<file path="config.mk">
export PLATFORM = sky130hd
export DESIGN_NAME = tilt_motion_ctl
export DESIGN_NICKNAME = d
export VERILOG_FILES = /design/src/rtl/tilt_motion_ctl.sv
export SDC_FILE = /design/constraint.sdc
export NUM_CORES = 1
export LEC_CHECK = 0
export ABC_AREA = 1
export BUFFER_PORTS_ARGS = -buffer_cell sky130_fd_sc_hd__buf_2
export CELL_PAD_IN_SITES_DETAIL_PLACEMENT = 0
export CELL_PAD_IN_SITES_GLOBAL_PLACEMENT = 1
export CORE_UTILIZATION = 44
export CTS_CLUSTER_DIAMETER = 40
export DETAILED_ROUTE_END_ITERATION = 16
export GPL_ROUTABILITY_DRIVEN = 0
export PLACE_DENSITY = 0.89
export SETUP_SLACK_MARGIN = 0.5
export SYNTH_ARGS = -nofsm -noshare
export SYNTH_HDL_FRONTEND = slang
export SYNTH_SLANG_ARGS = --single-unit
</file>
<file path="constraint.sdc">
create_clock -name clk -period 3.5 [get_ports clk]
set_input_delay 0.175 -clock clk [delete_from_list [all_inputs] [get_ports clk]]
set_output_delay 0.175 -clock clk [all_outputs]
set_load 0.02 [all_outputs]
</file>
<file path="src/rtl/tilt_motion_ctl.sv">
// -----------------------------------------------------------------------------
// tilt_motion_ctl
// Turns per-axis accelerometer tilt readings into ball motion. Each physics
// tick runs a three-stage update per axis: acceleration (dead zone + scaling),
// velocity (integration, saturation, friction) and sub-step position
// accumulation. A step pulse is emitted whenever the position crosses one
// whole step, so larger tilt gives faster, accelerating movement.
//
// Ports
//   clk               system clock
//   reset             synchronous, active-low reset
//   accel_x, accel_y  [8] = direction (1 = increment), [7:0] = tilt magnitude
//   blk_x, blk_y      axis blocked by a wall (level), zeroes v and p
//   x_inc, x_dec      one-cycle step pulses for the X axis
//   y_inc, y_dec      one-cycle step pulses for the Y axis
//   vel_x, vel_y      current velocity, two's complement
//   tick              one-cycle pulse marking each physics update
// -----------------------------------------------------------------------------
module tilt_motion_ctl #(
    parameter int TICK_DIV    = 1000000,
    parameter int DEADZONE    = 8,
    parameter int ACCEL_SHIFT = 3,
    parameter int VMAX        = 127,
    parameter int FRICTION    = 1,
    parameter int FRAC_BITS   = 10
) (
    input  logic       clk,
    input  logic       reset,
    input  logic [8:0] accel_x,
    input  logic [8:0] accel_y,
    input  logic       blk_x,
    input  logic       blk_y,
    output logic       x_inc,
    output logic       x_dec,
    output logic       y_inc,
    output logic       y_dec,
    output logic [8:0] vel_x,
    output logic [8:0] vel_y,
    output logic       tick
);

    localparam int                    CW       = (TICK_DIV > 2) ? $clog2(TICK_DIV) : 1;
    localparam logic [CW-1:0]         CNT_LAST = CW'(TICK_DIV - 1);
    localparam int                    PW       = FRAC_BITS + 2;
    localparam logic signed [PW-1:0]  STEP_P   = PW'(1 << FRAC_BITS);
    localparam logic signed [PW-1:0]  STEP_N   = -STEP_P;
    localparam logic signed [9:0]     VMAX_P   = 10'(VMAX);
    localparam logic signed [9:0]     VMAX_N   = -VMAX_P;
    localparam logic signed [9:0]     FRIC     = 10'(FRICTION);
    localparam logic [7:0]            DZ       = 8'(DEADZONE);

    // Dead zone, scaling and direction of one raw reading.
    function automatic logic signed [8:0] accel_of(input logic [8:0] raw);
        logic [7:0]        mag;
        logic signed [8:0] a_s;
        mag = raw[7:0];
        if (mag < DZ) begin
            a_s = '0;
        end else begin
            a_s = {1'b0, ((mag - DZ) >> ACCEL_SHIFT)};
        end
        return raw[8] ? a_s : -a_s;
    endfunction

    // Velocity integration with saturation; friction only when a == 0 and it
    // stops at zero rather than flipping the sign.
    function automatic logic signed [8:0] vel_next(input logic signed [8:0] v,
                                                   input logic signed [8:0] a);
        logic signed [9:0] v_w;
        logic signed [9:0] sum;
        v_w = {v[8], v};
        sum = '0;
        if (a != 9'sd0) begin
            sum = v_w + {a[8], a};
            if (sum > VMAX_P) begin
                sum = VMAX_P;
            end else if (sum < VMAX_N) begin
                sum = VMAX_N;
            end
        end else if (v_w > 10'sd0) begin
            sum = v_w - FRIC;
            if (sum < 10'sd0) begin
                sum = '0;
            end
        end else if (v_w < 10'sd0) begin
            sum = v_w + FRIC;
            if (sum > 10'sd0) begin
                sum = '0;
            end
        end
        return sum[8:0];
    endfunction

    logic [8:0]           acc_in [2];
    logic [1:0]           blk_in;

    logic [CW-1:0]        cnt_q, cnt_d;
    logic                 tick_q, tick_d;
    logic                 s1_vld_q, s1_vld_d;
    logic                 s2_vld_q, s2_vld_d;
    logic signed [8:0]    acc_a_q [2];
    logic signed [8:0]    acc_a_d [2];
    logic signed [8:0]    vel_q   [2];
    logic signed [8:0]    vel_d   [2];
    logic signed [PW-1:0] pos_q   [2];
    logic signed [PW-1:0] pos_d   [2];
    logic [1:0]           inc_q, inc_d;
    logic [1:0]           dec_q, dec_d;

    assign acc_in[0] = accel_x;
    assign acc_in[1] = accel_y;
    assign blk_in    = {blk_y, blk_x};

    always_comb begin
        logic signed [PW-1:0] psum;
        psum     = '0;
        cnt_d    = (cnt_q == CNT_LAST) ? '0 : cnt_q + CW'(1);
        // tick is registered from the next count so it lines up with
        // cnt_q == TICK_DIV-1 without a combinational output.
        tick_d   = (cnt_d == CNT_LAST);
        s1_vld_d = tick_q;
        s2_vld_d = s1_vld_q;
        inc_d    = '0;
        dec_d    = '0;
        for (int i = 0; i < 2; i++) begin
            acc_a_d[i] = tick_q ? accel_of(acc_in[i]) : acc_a_q[i];
            vel_d[i]   = vel_q[i];
            pos_d[i]   = pos_q[i];
            if (s1_vld_q) begin
                vel_d[i] = blk_in[i] ? '0 : vel_next(vel_q[i], acc_a_q[i]);
            end
            if (s2_vld_q) begin
                if (blk_in[i]) begin
                    pos_d[i] = '0;
                end else begin
                    psum = pos_q[i] + {{(PW-9){vel_q[i][8]}}, vel_q[i]};
                    if (psum >= STEP_P) begin
                        pos_d[i] = psum - STEP_P;
                        inc_d[i] = 1'b1;
                    end else if (psum <= STEP_N) begin
                        pos_d[i] = psum + STEP_P;
                        dec_d[i] = 1'b1;
                    end else begin
                        pos_d[i] = psum;
                    end
                end
            end
        end
    end

    always_ff @(posedge clk) begin
        if (!reset) begin
            cnt_q    <= '0;
            tick_q   <= 1'b0;
            s1_vld_q <= 1'b0;
            s2_vld_q <= 1'b0;
            inc_q    <= '0;
            dec_q    <= '0;
            for (int i = 0; i < 2; i++) begin
                acc_a_q[i] <= '0;
                vel_q[i]   <= '0;
                pos_q[i]   <= '0;
            end
        end else begin
            cnt_q    <= cnt_d;
            tick_q   <= tick_d;
            s1_vld_q <= s1_vld_d;
            s2_vld_q <= s2_vld_d;
            inc_q    <= inc_d;
            dec_q    <= dec_d;
            for (int i = 0; i < 2; i++) begin
                acc_a_q[i] <= acc_a_d[i];
                vel_q[i]   <= vel_d[i];
                pos_q[i]   <= pos_d[i];
            end
        end
    end

    assign tick  = tick_q;
    assign x_inc = inc_q[0];
    assign x_dec = dec_q[0];
    assign y_inc = inc_q[1];
    assign y_dec = dec_q[1];
    assign vel_x = vel_q[0];
    assign vel_y = vel_q[1];

endmodule

</file>
==> run_results.csv <==
group,metric,value,unit
logic_synthesis,synth_seq_area_share,0.233,
floorplan,core,16600,um2
logic_synthesis,synthTopCellsByArea,"dfxtp_1 23%, nand2_1 17%, ha_1 9.9%",
power_and_ir_drop,p_leak,4.20,nW
placed_design,portBuffers,38,
placed_design,dp.cells,1442,
logic_synthesis,async_flop_share,0,
drt,drt_iter0_markers,385,
sta,holdWs,0.142,ns
cts,clk_latency,0.35,ns
logic_synthesis,synth.net_count,1276,
sta,skew,0.00851,ns
logic_synthesis,synth_top_cell_by_area,"dfxtp_1",
sta,fin_tns_setup,0,ns
logic_synthesis,postSynthAreaPerCell,6.27,um2
logic_synthesis,synth_edf_count,0,
logic_synthesis,ys.flop_type,"dfxtp_1",
floorplan,die_y,132,um
global_routing,grt_max_degree,27,
cells_and_area,area_growth,12.0,%
setup_path,cp.arrival,2.99,ns
global_routing,grt-ovfl-total,0,
cts,hold_buffers,0,
global_routing,grt_pass1_vias,6771,
drt,wl_per_cell,12.4,um
sta,min_period_over_period,0.784,
cells_and_area,fin_nets,1326,
drt,drtAntennaViolNets,0,
global_routing,antenna_found_initial,0,
logic_synthesis,synth_warnings,0,
logic_synthesis,yosys.area.top_type_share,0.233,
cts,htreeDepth,3,
cells_and_area,final_cells,1466,
hold_path,min-delay-path-class,"in -> reg",
cts,clk_pin_slew,0.07,ns
global_routing,globalRouteTotalUtil,0.214,
setup_path,worst-path-max-fanout,4,
sta,final.min_clock_period,2.74,ns
sta,slew_violations,0,
floorplan,rows,47,
placed_design,dp_hpwl,14200,um
job,cap_violations,0,
logic_synthesis,ys_ff_latch,87,
floorplan,dieArea,17500,um2
floorplan,floorplan.initialDensity,0.451,
sta,tightest_slew,0.835,ns
cells_and_area,drive_above_1_share,0.120,
status,status,"completed",
drt,first_pass_iters,5,
setup_path,cp-end-kind,"flop",
sta,rsz0062_at_grt,"true",
setup_path,reg2reg_slack,0.76,ns
cts,cts_tree,"built",
sta,hold_viol,0,
power_and_ir_drop,peakVddDrop,0.245,mV
cts,cts_made_buffers,9,
setup_path,worst_setup_path_start_kind,"flop",
cts,root_buffer,"clkbuf_16",
logic_synthesis,synth.cell_area,7470,um2
cts,clockBufferDepth,2,
setup_path,path_class,"reg -> reg",
cts,clkSinkCount,87,
sta,setup_viol,0,
drt,drt-vias-per-instance,5.03,
cells_and_area,antenna_cells,0,
floorplan,ios,45,
setup_path,critPathRequiredTime,3.75,ns
sta,slew-limit-headroom,0.440,
drt,routed-via-count,7381,
floorplan,die_x,132,um
logic_synthesis,syn_inst,1191,
drt,post-route-drc-count,0,
power_and_ir_drop,power.density,254,nW/um2
drt,wirelength,18200,um
logic_synthesis,ys_types,51,
global_routing,grt_pass1_wl,30800,um
sta,fmax,364,MHz
power breakdown:
group / internal (mW) / leakage, nW / switching, mW
Clock: 0.627 / 0.160 / 0.418
Combinational: 0.0276 / 3.34 / 0.0590
Sequential: 0.990 / 0.705 / 0.00324
synthesized netlist by cell type (all sizes together), types with 15 or more instances:
library cell and instances:
nand3 89, nor2 129, dfxtp 87, xor2 38, clkbuf 15, a21oi 88, nor3 23, inv 173
nand4 31, nand2 355, o21ai 31, ha 59
cell usage in the layout, fill, tap and decap left out, types with 3 or more instances in the layout:
master       n
nand2_1    334
buf_2       38
xor2_1      37
nor2_2       8
dfxtp_4      3
inv_1      164
clkinv_1     3
dfxtp_1     80
buf_4       25
nand3_2      4
o211ai_1     7
a21oi_1     80
nand4_1     31
nand3b_1     7
inv_2        9
nor2_1     118
o221ai_1     3
nand2_2     21
clkbuf_16    9
nor2_4       3
dfxtp_2      4
xnor2_1     10
clkinv_2     3
a21oi_4      3
nand3_1     85
ha_1        57
o21bai_1     6
nor3_1      20
a21oi_2      5
o21ai_0     29
or2_1        3
worst max-delay path: stages (launching register included):
cell     delay, ns
dfxtp_2       0.35
ha_4          0.15
inv_1         0.06
fa_2          0.37
inv_1         0.08
nand3_1       0.08
nand2_2       0.10
nand2_2       0.06
nand2_1       0.06
nand2_1       0.06
nand2_1       0.07
a21oi_1       0.07
or2_1         0.22
nand2_2       0.08
inv_2         0.05
ha_1          0.18
inv_1         0.05
nor2_1        0.04
nand2_1       0.08
nor2_1        0.05
nor2_2        0.16
nand3_1       0.09
nand3_1       0.08
nand2_1       0.05
worst paths after layout:
kind                                                start                          to  cells past startpoint
worst max register to register  pos_q[0][12]$_SDFFE_PN0P_   pos_q[0][22]$_SDFFE_PN0P_                     23
worst min-delay path                           accel_x[3]  acc_a_q[0][0]$_SDFFE_PN0P_                      4
worst max-delay path            pos_q[0][12]$_SDFFE_PN0P_   pos_q[0][22]$_SDFFE_PN0P_                     23
worst min register to register        s1_vld_q$_SDFF_PN0_         s2_vld_q$_SDFF_PN0_                      2
logic make-up (layout without fill, tap and decap cells):
group	after synthesis	in the layout	synth area share
buffers and inverters	200	255	0.105
XOR/XNOR	48	48	0.0573
flip-flops	87	87	0.233
AND/OR/NAND/NOR	644	644	0.376
adder cells (fa/ha/maj)	63	63	0.109
AO/OA/AOI/OAI	149	149	0.119
per-layer routing:
| metal | share of wire | track usage | routed length (um) |
|---|---|---|---|
| met1 | 0.47 | 0.268 | 8640 |
| met2 | 0.48 | 0.377 | 8730 |
| met3 | 0.033 | 0.0396 | 611 |
| met4 | 0.015 | 0.0549 | 267 |
| met5 | 0 | 0 | 0 |
repair_timing:
item | 4_1_cts | 5_1_grt
pin swaps | 0 | 7
buffers inserted | 0 | 8
resized for setup | 3 | 20
endpoints found under the setup margin | 4 | 8
through the flow:
step           area, um2   util  total power [mW]  worst slack [ns]
3_3_place_gp        7940  0.479              1.10             0.438
3_5_place_dp        7940  0.479              1.11             0.381
2_1_floorplan       7470      -              1.08             0.588
4_1_cts             8260  0.498              2.16             0.516
6_report            8370  0.505              2.12             0.756
5_1_grt             8370  0.505              2.20             0.455
state kept, by name, summed over array words and instances (netlist names):
| name | cells |
|---|---|
| s1_vld_q | 1 |
| tick | 1 |
| acc_a_q | 18 |
| vel_q | 18 |
| s2_vld_q | 1 |
| inc_q | 2 |
| pos_q | 24 |
| dec_q | 2 |
| cnt_q | 20 |
final cells by class:
cell class | instances | area [um2]
fill | 1752 | 8210
multi-input combinational | 904 | 4980
sequential | 87 | 1760
inverter | 176 | 661
timing repair buffer | 63 | 378
tap | 220 | 275
clock buffer | 9 | 225
clock inverter | 7 | 92.6
Note: power is estimated with default switching activity, not from simulation.
